--- config.mk ---
export PLATFORM = sky130hd
export DESIGN_NAME = div_seq_ctrl
export DESIGN_NICKNAME = d
export VERILOG_FILES = /design/src/rtl/div_seq_ctrl.sv
export SDC_FILE = /design/constraint.sdc
export NUM_CORES = 1
export LEC_CHECK = 0
export CELL_PAD_IN_SITES_DETAIL_PLACEMENT = 1
export CELL_PAD_IN_SITES_GLOBAL_PLACEMENT = 2
export CORE_MARGIN = 2
export CORE_UTILIZATION = 36
export CTS_CLUSTER_DIAMETER = 120
export CTS_CLUSTER_SIZE = 24
export DETAILED_ROUTE_END_ITERATION = 12
export HOLD_SLACK_MARGIN = 0.03
export PLACE_DENSITY_LB_ADDON = 0.1
export SLEW_MARGIN = 20
export SYNTH_ARGS = -nofsm -noshare
export SYNTH_HDL_FRONTEND = slang
export SYNTH_SLANG_ARGS = --single-unit
--- constraint.sdc ---
create_clock -name clk -period 5.6 [get_ports clk]
set_input_delay 0.56 -clock clk [delete_from_list [all_inputs] [get_ports clk]]
set_output_delay 0.56 -clock clk [all_outputs]
set_load 0.005 [all_outputs]
--- src/rtl/div_seq_ctrl.sv ---
// div_seq_ctrl: multicycle radix-2 restoring DIV/DIVU/REM/REMU sequencer stalling IF/ID/EX; DIV_FAST_SPECIAL_EN finishes divide-by-zero/overflow in one cycle
module div_seq_ctrl #(
  parameter int XLEN  = 32,
  parameter int CNT_W = 6
) (
  input  logic            clk,
  input  logic            clr,
  input  logic            start,
  input  logic [2:0]      funct3,
  input  logic [XLEN-1:0] srca,
  input  logic [XLEN-1:0] srcb,
  input  logic            kill,
  output logic            stall,
  output logic            busy,
  output logic            result_valid,
  output logic [XLEN-1:0] result
);
  typedef enum logic [1:0] {IDLE, CALC, FIX, DONE} state_t;
  localparam logic [XLEN-1:0] MIN  = {1'b1, {(XLEN-1){1'b0}}};
  localparam logic [XLEN-1:0] ONES = '1;
  state_t          state;
  logic [CNT_W-1:0] count;
  logic [XLEN-1:0] quo, rem, dvs, a_abs, b_abs, diff, q_fix, r_fix;
  logic [XLEN:0]   sh;
  logic            q_neg, r_neg, is_rem, dz, ovf, sgn_in, dz_in, ovf_in, ge, unused;
`ifdef DIV_FAST_SPECIAL_EN
  logic [XLEN-1:0] spec_res;
`endif
  assign unused = funct3[2];
  always_comb begin
    sgn_in = !funct3[0];
    a_abs  = (sgn_in && srca[XLEN-1]) ? -srca : srca;
    b_abs  = (sgn_in && srcb[XLEN-1]) ? -srcb : srcb;
    dz_in  = srcb == '0;
    ovf_in = sgn_in && srca == MIN && srcb == ONES;
`ifdef DIV_FAST_SPECIAL_EN
    spec_res = dz_in ? (funct3[1] ? srca : ONES) : (funct3[1] ? '0 : MIN);
`endif
    sh    = {rem, quo[XLEN-1]};
    ge    = sh >= {1'b0, dvs};
    diff  = sh[XLEN-1:0] - dvs;
    q_fix = dz ? ONES : ovf ? MIN : q_neg ? -quo : quo;
    r_fix = ovf ? '0 : r_neg ? -rem : rem;
    stall = (state == IDLE && start && !kill) || state == CALC || state == FIX;
    busy  = state != IDLE;
    result_valid = state == DONE;
  end
  always_ff @(posedge clk) begin
    if (clr) begin
      state  <= IDLE;
      count  <= '0;
      quo    <= '0;
      rem    <= '0;
      dvs    <= '0;
      q_neg  <= 1'b0;
      r_neg  <= 1'b0;
      is_rem <= 1'b0;
      dz     <= 1'b0;
      ovf    <= 1'b0;
      result <= '0;
    end else if (kill && state != IDLE) begin
      state <= IDLE;
    end else begin
      unique case (state)
        IDLE: if (start && !kill) begin
          q_neg  <= sgn_in && (srca[XLEN-1] ^ srcb[XLEN-1]);
          r_neg  <= sgn_in && srca[XLEN-1];
          is_rem <= funct3[1];
          quo    <= a_abs;
          dvs    <= b_abs;
          rem    <= '0;
          count  <= '0;
          dz     <= dz_in;
          ovf    <= ovf_in;
`ifdef DIV_FAST_SPECIAL_EN
          if (dz_in || ovf_in) begin
            result <= spec_res;
            state  <= DONE;
          end else begin
            state  <= CALC;
          end
`else
          state  <= CALC;
`endif
        end
        CALC: begin
          rem   <= ge ? diff : sh[XLEN-1:0];
          quo   <= {quo[XLEN-2:0], ge};
          count <= count + 1'b1;
          if (count == CNT_W'(XLEN-1)) state <= FIX;
        end
        FIX: begin
          result <= is_rem ? r_fix : q_fix;
          state  <= DONE;
        end
        DONE: state <= IDLE;
        default: state <= IDLE;
      endcase
    end
  end
endmodule

==> impl_metrics.ini, run 1 <==
[timing]
setup_viol = 0
rsz0062_at_grt = false
slew_viol_final = 0
fmax_mhz = 254
fin_crit_sh_pct = 70.4
skew_ns = 0.0114
tightest_slew_ns = 1.10
final_hold_viol_count = 0
fin_setup_tns_ns = 0
fin_ws_ns = 1.66
period_minus_slack_ns = 3.94
slew_headroom_pct = 26.4

[power]
p_per_area_mw_per_mm2 = 339
power.leakage_nw = 4.72
ir_worst_vdd_mv = 0.333

[place]
gp_congestion = 0.858
place_ws_ns = 1.65
placed_area_mm2 = 0.0118
dp.cells = 1820
io_buffers = 104
dpl.hpwl_mm = 27.5

[routing]
viasPerCell = 5.60
routed-via-count = 10364
dr.pass1.iters = 5
drc_errors = 0
ant_nets = 0
drt-initial-drc-count = 548
wl_per_cell_um = 19.5
wl_mm = 36.1

[worst_setup_path]
start_kind = flip-flop
reg2reg_depth = 10
cp.arrival_ns = 4.30
critPathRequiredTime_ns = 5.96
worstSetupPathType = reg2reg
worstSetupEndpointType = flip-flop
crit_path_max_fanout = 20

[floorplan]
ioPinCount = 106
die_h_um = 175
core_area_mm2 = 0.0287
row_count = 62
die_x_um = 175
initial_core_util_pct = 36.5
dieArea_mm2 = 0.0305

[synthesis]
synth_top_family_by_area = compound AO/OA/AOI/OAI gates
synth_enable_flop_cells = 0
synth_area_leaders = dfxtp_1 (27%), xnor2_1 (7.2%), nand2_1 (5.6%)
syn_nets = 1520
ys_ff_latch = 141
synth.yosys.warnings = 0
synth_compound_area_share_pct = 25.9
synth-adder-area-share_pct = 5.33
synth_flop_cell = dfxtp_1
synth_mux_area_share_pct = 3.19
synth_simple_gate_area_share_pct = 21.0
yosysUniqueCellTypes = 68
synth-xor-area-share_pct = 12.0
avgSynthCellArea_um2 = 7.45
seq_area_frac_synth_pct = 27.0
async_reset_ff_share_pct = 0
synth_area_mm2 = 0.0105
syn_inst = 1405
yosysTopAreaCell = dfxtp_1
yosys.area.top_type_share_pct = 27.0

[grt]
grt_pass1_wl_mm = 57.2
grt_pass1_vias = 10073
grt_overflow = 0
grt_max_degree = 85
grt_antenna_before_repair = 0
grt_usage_pct = 23.8

[clock_tree]
insertion_delay_ns = 0.44
cts.htree.levels = 4
post_cts_buffers = 0
post_cts_resized = 0
cts-root-buf = clkbuf_16
path_clk_slew_ns = 0.06
cts_max_path_buffers = 2
numCtsBuffers = 17
hold_buffers = 0
cts_tree = yes
cts.sinks = 141

[final_layout]
diodes = 0
finalNonFillerCells = 1851
final_cell_mix = nand2_1 (156), nor2_1 (147), dfxtp_1 (140), a21oi_1 (113), o21ai_0 (111)
layout-drive-gt1-share_pct = 5.04
stdcell_area_mm2 = 0.0123
final_core_util_pct = 43.0
synthToLayoutAreaGrowth_pct = 17.8
final_net_count = 1570
layout_commonest_cell = nand2_1

[worst_hold_path]
hold_path_depth = 2
hold_class = reg2reg

[flow_run]
maxCapViolCount = 0

[status]
status = finished, final reports clean
-- through the flow --
| stage | total power [mW] | hold slack, ns |
|---|---|---|
| 2_1_floorplan | 2.45 | 0.440 |
| 3_3_place_gp | 3.02 | 0.451 |
| 3_5_place_dp | 3.06 | 0.458 |
| 4_1_cts | 4.21 | 0.473 |
| 5_1_grt | 4.48 | 0.484 |
| 6_report | 4.19 | 0.473 |
-- kinds of logic (layout without fill, tap and decap cells) --
| logic type | count (synthesis) | after routing |
|---|---|---|
| buf+inv | 151 | 213 |
| simple gates | 470 | 470 |
| xor+xnor | 144 | 144 |
| mux | 33 | 33 |
| fa+ha+maj | 44 | 44 |
| flops | 141 | 141 |
| compound gates | 422 | 422 |
-- registers in the layout, summed over array words and instances (netlist names) --
| signal | count |
|---|---|
| rem | 32 |
| dz | 1 |
| ovf | 1 |
| q_neg | 1 |
| is_rem | 1 |
| r_neg | 1 |
| quo | 32 |
| dvs | 32 |
| state | 2 |
| result | 32 |
| count | 6 |
-- final timing paths --
path	end	startpoint	slack [ns]
max	rem[14]$_SDFFE_PP0P_	rem[9]$_SDFFE_PP0P_	1.66
min reg2reg	dvs[0]$_SDFFE_PP0P_	dvs[0]$_SDFFE_PP0P_	0.47
max reg2reg	rem[14]$_SDFFE_PP0P_	rem[9]$_SDFFE_PP0P_	1.66
min	dvs[0]$_SDFFE_PP0P_	dvs[0]$_SDFFE_PP0P_	0.47
-- cell usage after synthesis, types with 8 or more instances --
| library cell | count |
|---|---|
| or4_1 | 15 |
| a21o_1 | 18 |
| a221oi_1 | 11 |
| nor2_1 | 149 |
| a32oi_1 | 12 |
| xnor2_1 | 86 |
| a21oi_1 | 113 |
| o31ai_1 | 38 |
| nor4_1 | 14 |
| dfxtp_1 | 141 |
| nor2b_1 | 8 |
| nand2_1 | 156 |
| a211o_1 | 10 |
| xor2_1 | 58 |
| or3_1 | 18 |
| o41ai_1 | 16 |
| nand4_1 | 19 |
| nand3_1 | 12 |
| ha_1 | 43 |
| nand2b_1 | 9 |
| mux2i_1 | 30 |
| o21ai_0 | 111 |
| clkbuf_1 | 78 |
| inv_1 | 63 |
| a211oi_1 | 46 |
| nor3_1 | 34 |
-- final cells by class --
cell class	count	area (um^2)
flip-flops and latches	141	2820
multi-input cells	1113	7090
clock buffers	17	425
clock inverters	14	144
well taps	384	480
fillers	3594	16400
repair buffers	118	1140
inverters	64	240
-- worst max-delay path, stage by stage (launching register included) --
cell and delay (ns):
dfxtp_1 0.53, ha_1 0.37, nand4_1 0.23, o22ai_1 0.15
a2111oi_0 0.38, a22oi_1 0.26, a311o_1 0.39, nor2_4 0.66
buf_4 0.39, mux2_2 0.36, o21ai_0 0.14
-- per-layer routing --
| layer | global-route usage [%] | vias to the layer above | share of wire, % |
|---|---|---|---|
| li1 | - | 5143 | - |
| met3 | 3.09 | 20 | 3.0 |
| met4 | 4.51 | 0 | 0.89 |
| met5 | 0 | - | 0 |
| met2 | 36.2 | 155 | 43 |
| met1 | 35.9 | 5046 | 53 |
-- where the power goes --
group | total, mW | internal [mW] | switching (mW) | leakage [nW]
Combinational | 1.76 | 0.717 | 1.04 | 3.29
Clock | 1.14 | 0.653 | 0.485 | 0.279
Sequential | 1.29 | 1.15 | 0.143 | 1.15
Power figures use the tool's default switching activity.
==> run 2: changes to the inputs <==
Settings changed: CORE_UTILIZATION 36 to 34.
Clock period 5.6 ns to 3.73 ns, I/O delays scaled along.
==> impl_metrics.ini, run 2 (synthesized netlist as in run 1, its figures left out) <==
[clock_tree]
cts_tree = yes
cts.sinks = 141
numCtsBuffers = 17
cts.htree.levels = 4
insertion_delay_ns = 0.43
hold_buffers = 0
cts-root-buf = clkbuf_16
post_cts_buffers = 0
path_clk_slew_ns = 0.06
post_cts_resized = 0
cts_max_path_buffers = 2

[worst_setup_path]
cp-startpoint = rem[0]$_SDFFE_PP0P_
crit_path_max_fanout = 8
r2r-start = rem[0]$_SDFFE_PP0P_
cp.arrival_ns = 3.63
r2r_setup_slack_ns = 0.39
critPathRequiredTime_ns = 4.02
r2r_end = result[26]$_SDFFE_PP0P_
worstSetupPathType = reg2reg
reg2reg_depth = 10
start_kind = flip-flop
worstSetupEndpointType = flip-flop

[place]
gp_congestion = 0.835
placed_area_mm2 = 0.0120
io_buffers = 104
dpl.hpwl_mm = 28.4

[floorplan]
initial_core_util_pct = 34.4
core_area_mm2 = 0.0304
die_x_um = 180
row_count = 64
dieArea_mm2 = 0.0322
ioPinCount = 106
die_h_um = 180

[final_layout]
synthToLayoutAreaGrowth_pct = 19.9
stdcell_area_mm2 = 0.0126
nFillCells = 3730
layout_commonest_cell = nand2_1
layout-drive-gt1-share_pct = 6.50
final_cell_mix = nand2_1 (156), nor2_1 (146), dfxtp_1 (141), a21oi_1 (113), o21ai_0 (111)
final_net_count = 1594

[routing]
routed-via-count = 10308
ant_nets = 0
dr.pass1.iters = 4
wl_mm = 36.7
drt-initial-drc-count = 515
drc_errors = 0
viasPerCell = 5.46
wl_per_cell_um = 19.4

[timing]
fmax_mhz = 300
fin_crit_sh_pct = 89.4
rsz0062_at_grt = false
final_hold_viol_count = 0
period_minus_slack_ns = 3.34
slew_viol_final = 0
slew_headroom_pct = 37.4
tightest_slew_ns = 0.938
hold_ws_ns = 0.451
fin_setup_tns_ns = 0
setup_viol = 0
skew_ns = 0.00978

[grt]
grt_antenna_before_repair = 0
grt_usage_pct = 22.7
grt_pass1_wl_mm = 58.7
grt_pass1_vias = 10187
grt_max_degree = 70
grt_overflow = 0

[power]
ir_worst_vdd_mv = 0.297
power.leakage_nw = 4.84
fin_total_pwr_mw = 6.31
p_per_area_mw_per_mm2 = 503

[status]
status = finished, final reports clean

[flow_run]
maxCapViolCount = 0

[worst_hold_path]
hold_path_depth = 2
min_from = clr
holdPathEnd = count[4]$_SDFFE_PP0P_
hold_class = in2reg
[run 2: cell count changes in the layout (fill, tap and decap cells not counted), sizes merged]
cell and change:
buf +24, bufinv -1, clkbuf +3, clkinv -3, clkinvlp +2, diode +1
[run 2: through the flow]
stage                     cells  setup WS [ns]  utilization (%)
after floorplan            1405          0.737                -
after global placement     1856          0.442             39.4
after detailed placement   1856          0.428             39.4
after CTS                  1888          0.436             41.3
after global routing       1888          0.254             41.3
final                      1889          0.395             41.3
[run 2: area by class of cell]
class,count,area (um^2),share of cell area (%)
flip-flops and latches,141,2820,22.5
well taps,396,495,3.95
multi-input cells,1113,7090,56.5
clock buffers,20,457,3.64
clock inverters,12,113,0.897
repair buffers,142,1340,10.6
inverters,64,240,1.91
diodes,1,2.50,0.0199
[run 2: worst max-delay path, cell delays in order (launching register included)]
cell,delay [ns]
dfxtp_1,0.41
inv_1,0.10
ha_1,0.16
or3b_2,0.49
or3_1,0.48
or3_1,0.42
or2_1,0.32
o31ai_1,0.30
xnor2_1,0.13
a221oi_1,0.30
nor3_1,0.08
[run 2: power by group]
part / switching [mW] / total (mW) / leakage, nW / internal, mW
combinational: 1.58 / 2.69 / 3.42 / 1.12
sequential: 0.202 / 1.92 / 1.15 / 1.72
clock: 0.737 / 1.70 / 0.271 / 0.959
[run 2: worst max-delay path by stage]
stage / endpoint / slack [ns] / depth (start not counted)
2_1_floorplan: rem[31]$_SDFFE_PP0P_ / 0.74 / 11
5_1_grt: result[26]$_SDFFE_PP0P_ / 0.25 / 10
6_report: result[26]$_SDFFE_PP0P_ / 0.39 / 10
4_1_cts: result[26]$_SDFFE_PP0P_ / 0.44 / 10
3_3_place_gp: dvs[28]$_SDFFE_PP0P_ / 0.44 / 9
3_5_place_dp: quo[24]$_SDFFE_PP0P_ / 0.43 / 9
[run 2: per-layer routing]
layer | up-vias | GRT usage (%) | wire [um]
met3 | 25 | 2.47 | 1010
met2 | 168 | 35.3 | 16100
met5 | - | 0 | 0
met1 | 4942 | 34.0 | 19300
li1 | 5173 | - | -
met4 | 0 | 4.42 | 339
==> run 3: changes to the inputs <==
Settings changed: CORE_MARGIN 2 to unset, GPL_ROUTABILITY_DRIVEN set to 1.
==> impl_metrics.ini, run 3 (synthesized netlist as in run 1, its figures left out) <==
[timing]
tightest_slew_ns = 1.07
setup_viol = 0
skew_ns = 0.0177
fin_crit_sh_pct = 88.1
slew_headroom_pct = 28.8
fin_setup_tns_ns = 0
period_minus_slack_ns = 3.29
final_hold_viol_count = 0
slew_viol_final = 0
fmax_mhz = 304
rsz0062_at_grt = false

[floorplan]
core_area_mm2 = 0.0300
row_count = 63
initial_core_util_pct = 35.0
die_h_um = 178
die_x_um = 178
dieArea_mm2 = 0.0315
ioPinCount = 106

[worst_setup_path]
worstSetupEndpointType = flip-flop
worstSetupPathType = reg2reg
crit_family = simple AND/OR/NAND/NOR gates
critPathRequiredTime_ns = 4.02
cp_common_cell = or3_1
start_kind = flip-flop
worstPathCellList = inv_1, ha_1, or3b_2, or3_1, or3_1, or2_1, o31ai_1, xnor2_1, a221oi_1, nor3_1
max_stage_delay_ns = 0.49
cp_slowest_cell = or3b_2
crit_path_max_fanout = 8
cp.arrival_ns = 3.58
timing.critical_path.buf_inv = 1

[grt]
grt_overflow = 0
grt_max_degree = 70
grt_antenna_before_repair = 0
grt_usage_pct = 24.0
grt_pass1_wl_mm = 58.7
grt_pass1_vias = 10234

[power]
clkPwrFrac_pct = 28.0
combPwrFrac_pct = 42.0
power.leakage_nw = 4.91
ir_worst_vdd_mv = 0.651
sw_frac_of_total_pct = 40.5
seq_power_share_pct = 30.0
power_switching_mw = 2.61
fin_total_pwr_mw = 6.43
p_per_area_mw_per_mm2 = 508
power.internal_mw = 3.82

[routing]
wl_met1_mm = 19.2
ant_nets = 0
wl_per_cell_um = 19.5
drt-initial-drc-count = 545
dr.pass1.iters = 4
routed-via-count = 10449
viasPerCell = 5.53
routed-wl-met3_um = 892
wl_met2_mm = 16.2
drc_errors = 0
top_layer_used = met4
wl_mm = 36.8

[final_layout]
layout-drive-gt1-share_pct = 7.13
diodes = 0
final_cell_mix = nand2_1 (156), nor2_1 (146), dfxtp_1 (141), a21oi_1 (113), o21ai_0 (111)
final_net_count = 1603
layout_commonest_cell = nand2_1
synthToLayoutAreaGrowth_pct = 20.9

[clock_tree]
post_cts_resized = 0
insertion_delay_ns = 0.44
cts.sinks = 141
hold_buffers = 0
cts.htree.levels = 4
cts_max_path_buffers = 2
cts_tree = yes
numCtsBuffers = 17
cts-root-buf = clkbuf_16
post_cts_buffers = 0
path_clk_slew_ns = 0.07

[status]
status = finished, final reports clean

[place]
gp_congestion = 0.814
dpl.hpwl_mm = 28.5
io_buffers = 104

[worst_hold_path]
hold_class = in2reg

[flow_run]
maxCapViolCount = 0
-- run 3: layout make-up --
type / instances / area [um^2]
fill: 3676 / 17300
clock buffer: 18 / 439
timing repair buffer: 151 / 1420
sequential: 141 / 2820
clock inverter: 14 / 163
inverter: 64 / 240
multi-input combinational: 1113 / 7090
tap: 390 / 488
-- run 3: power groups by stage --
stage | logic [mW] | clock network (mW) | registers, mW
after floorplan | 1.79 | 0 | 1.89
after global placement | 2.65 | 0 | 1.95
after detailed placement | 2.69 | 0 | 1.96
after CTS | 2.71 | 1.83 | 1.93
after global routing | 3.00 | 1.90 | 1.96
final | 2.70 | 1.80 | 1.93
-- run 3: worst paths after layout --
| check | slack [ns] | start | cells after the start | end |
|---|---|---|---|---|
| worst min-delay path | 0.39 | clr | 2 | dvs[31]$_SDFFE_PP0P_ |
| worst max-delay path | 0.44 | rem[0]$_SDFFE_PP0P_ | 10 | result[26]$_SDFFE_PP0P_ |
| worst max register to register | 0.44 | rem[0]$_SDFFE_PP0P_ | 10 | result[26]$_SDFFE_PP0P_ |
| worst min register to register | 0.48 | count[1]$_SDFFE_PP0P_ | 2 | count[1]$_SDFFE_PP0P_ |
-- run 3: per-stage QoR --
stage	instance area (um^2)	util, %	worst slack (ns)	hold slack (ns)	instances
after floorplan	10500	-	0.737	0.440	1405
after global placement	12100	40.2	0.450	0.466	1859
after detailed placement	12100	40.2	0.261	0.470	1859
after CTS	12700	42.3	0.441	0.372	1891
after global routing	12700	42.3	0.281	0.394	1891
final	12700	42.3	0.444	0.389	1891
-- run 3: per-layer routing --
metal	vias up	track usage [%]
met1	5052	34.9
met5	-	0
met3	33	2.72
met4	0	5.77
met2	163	37.4
li1	5201	-
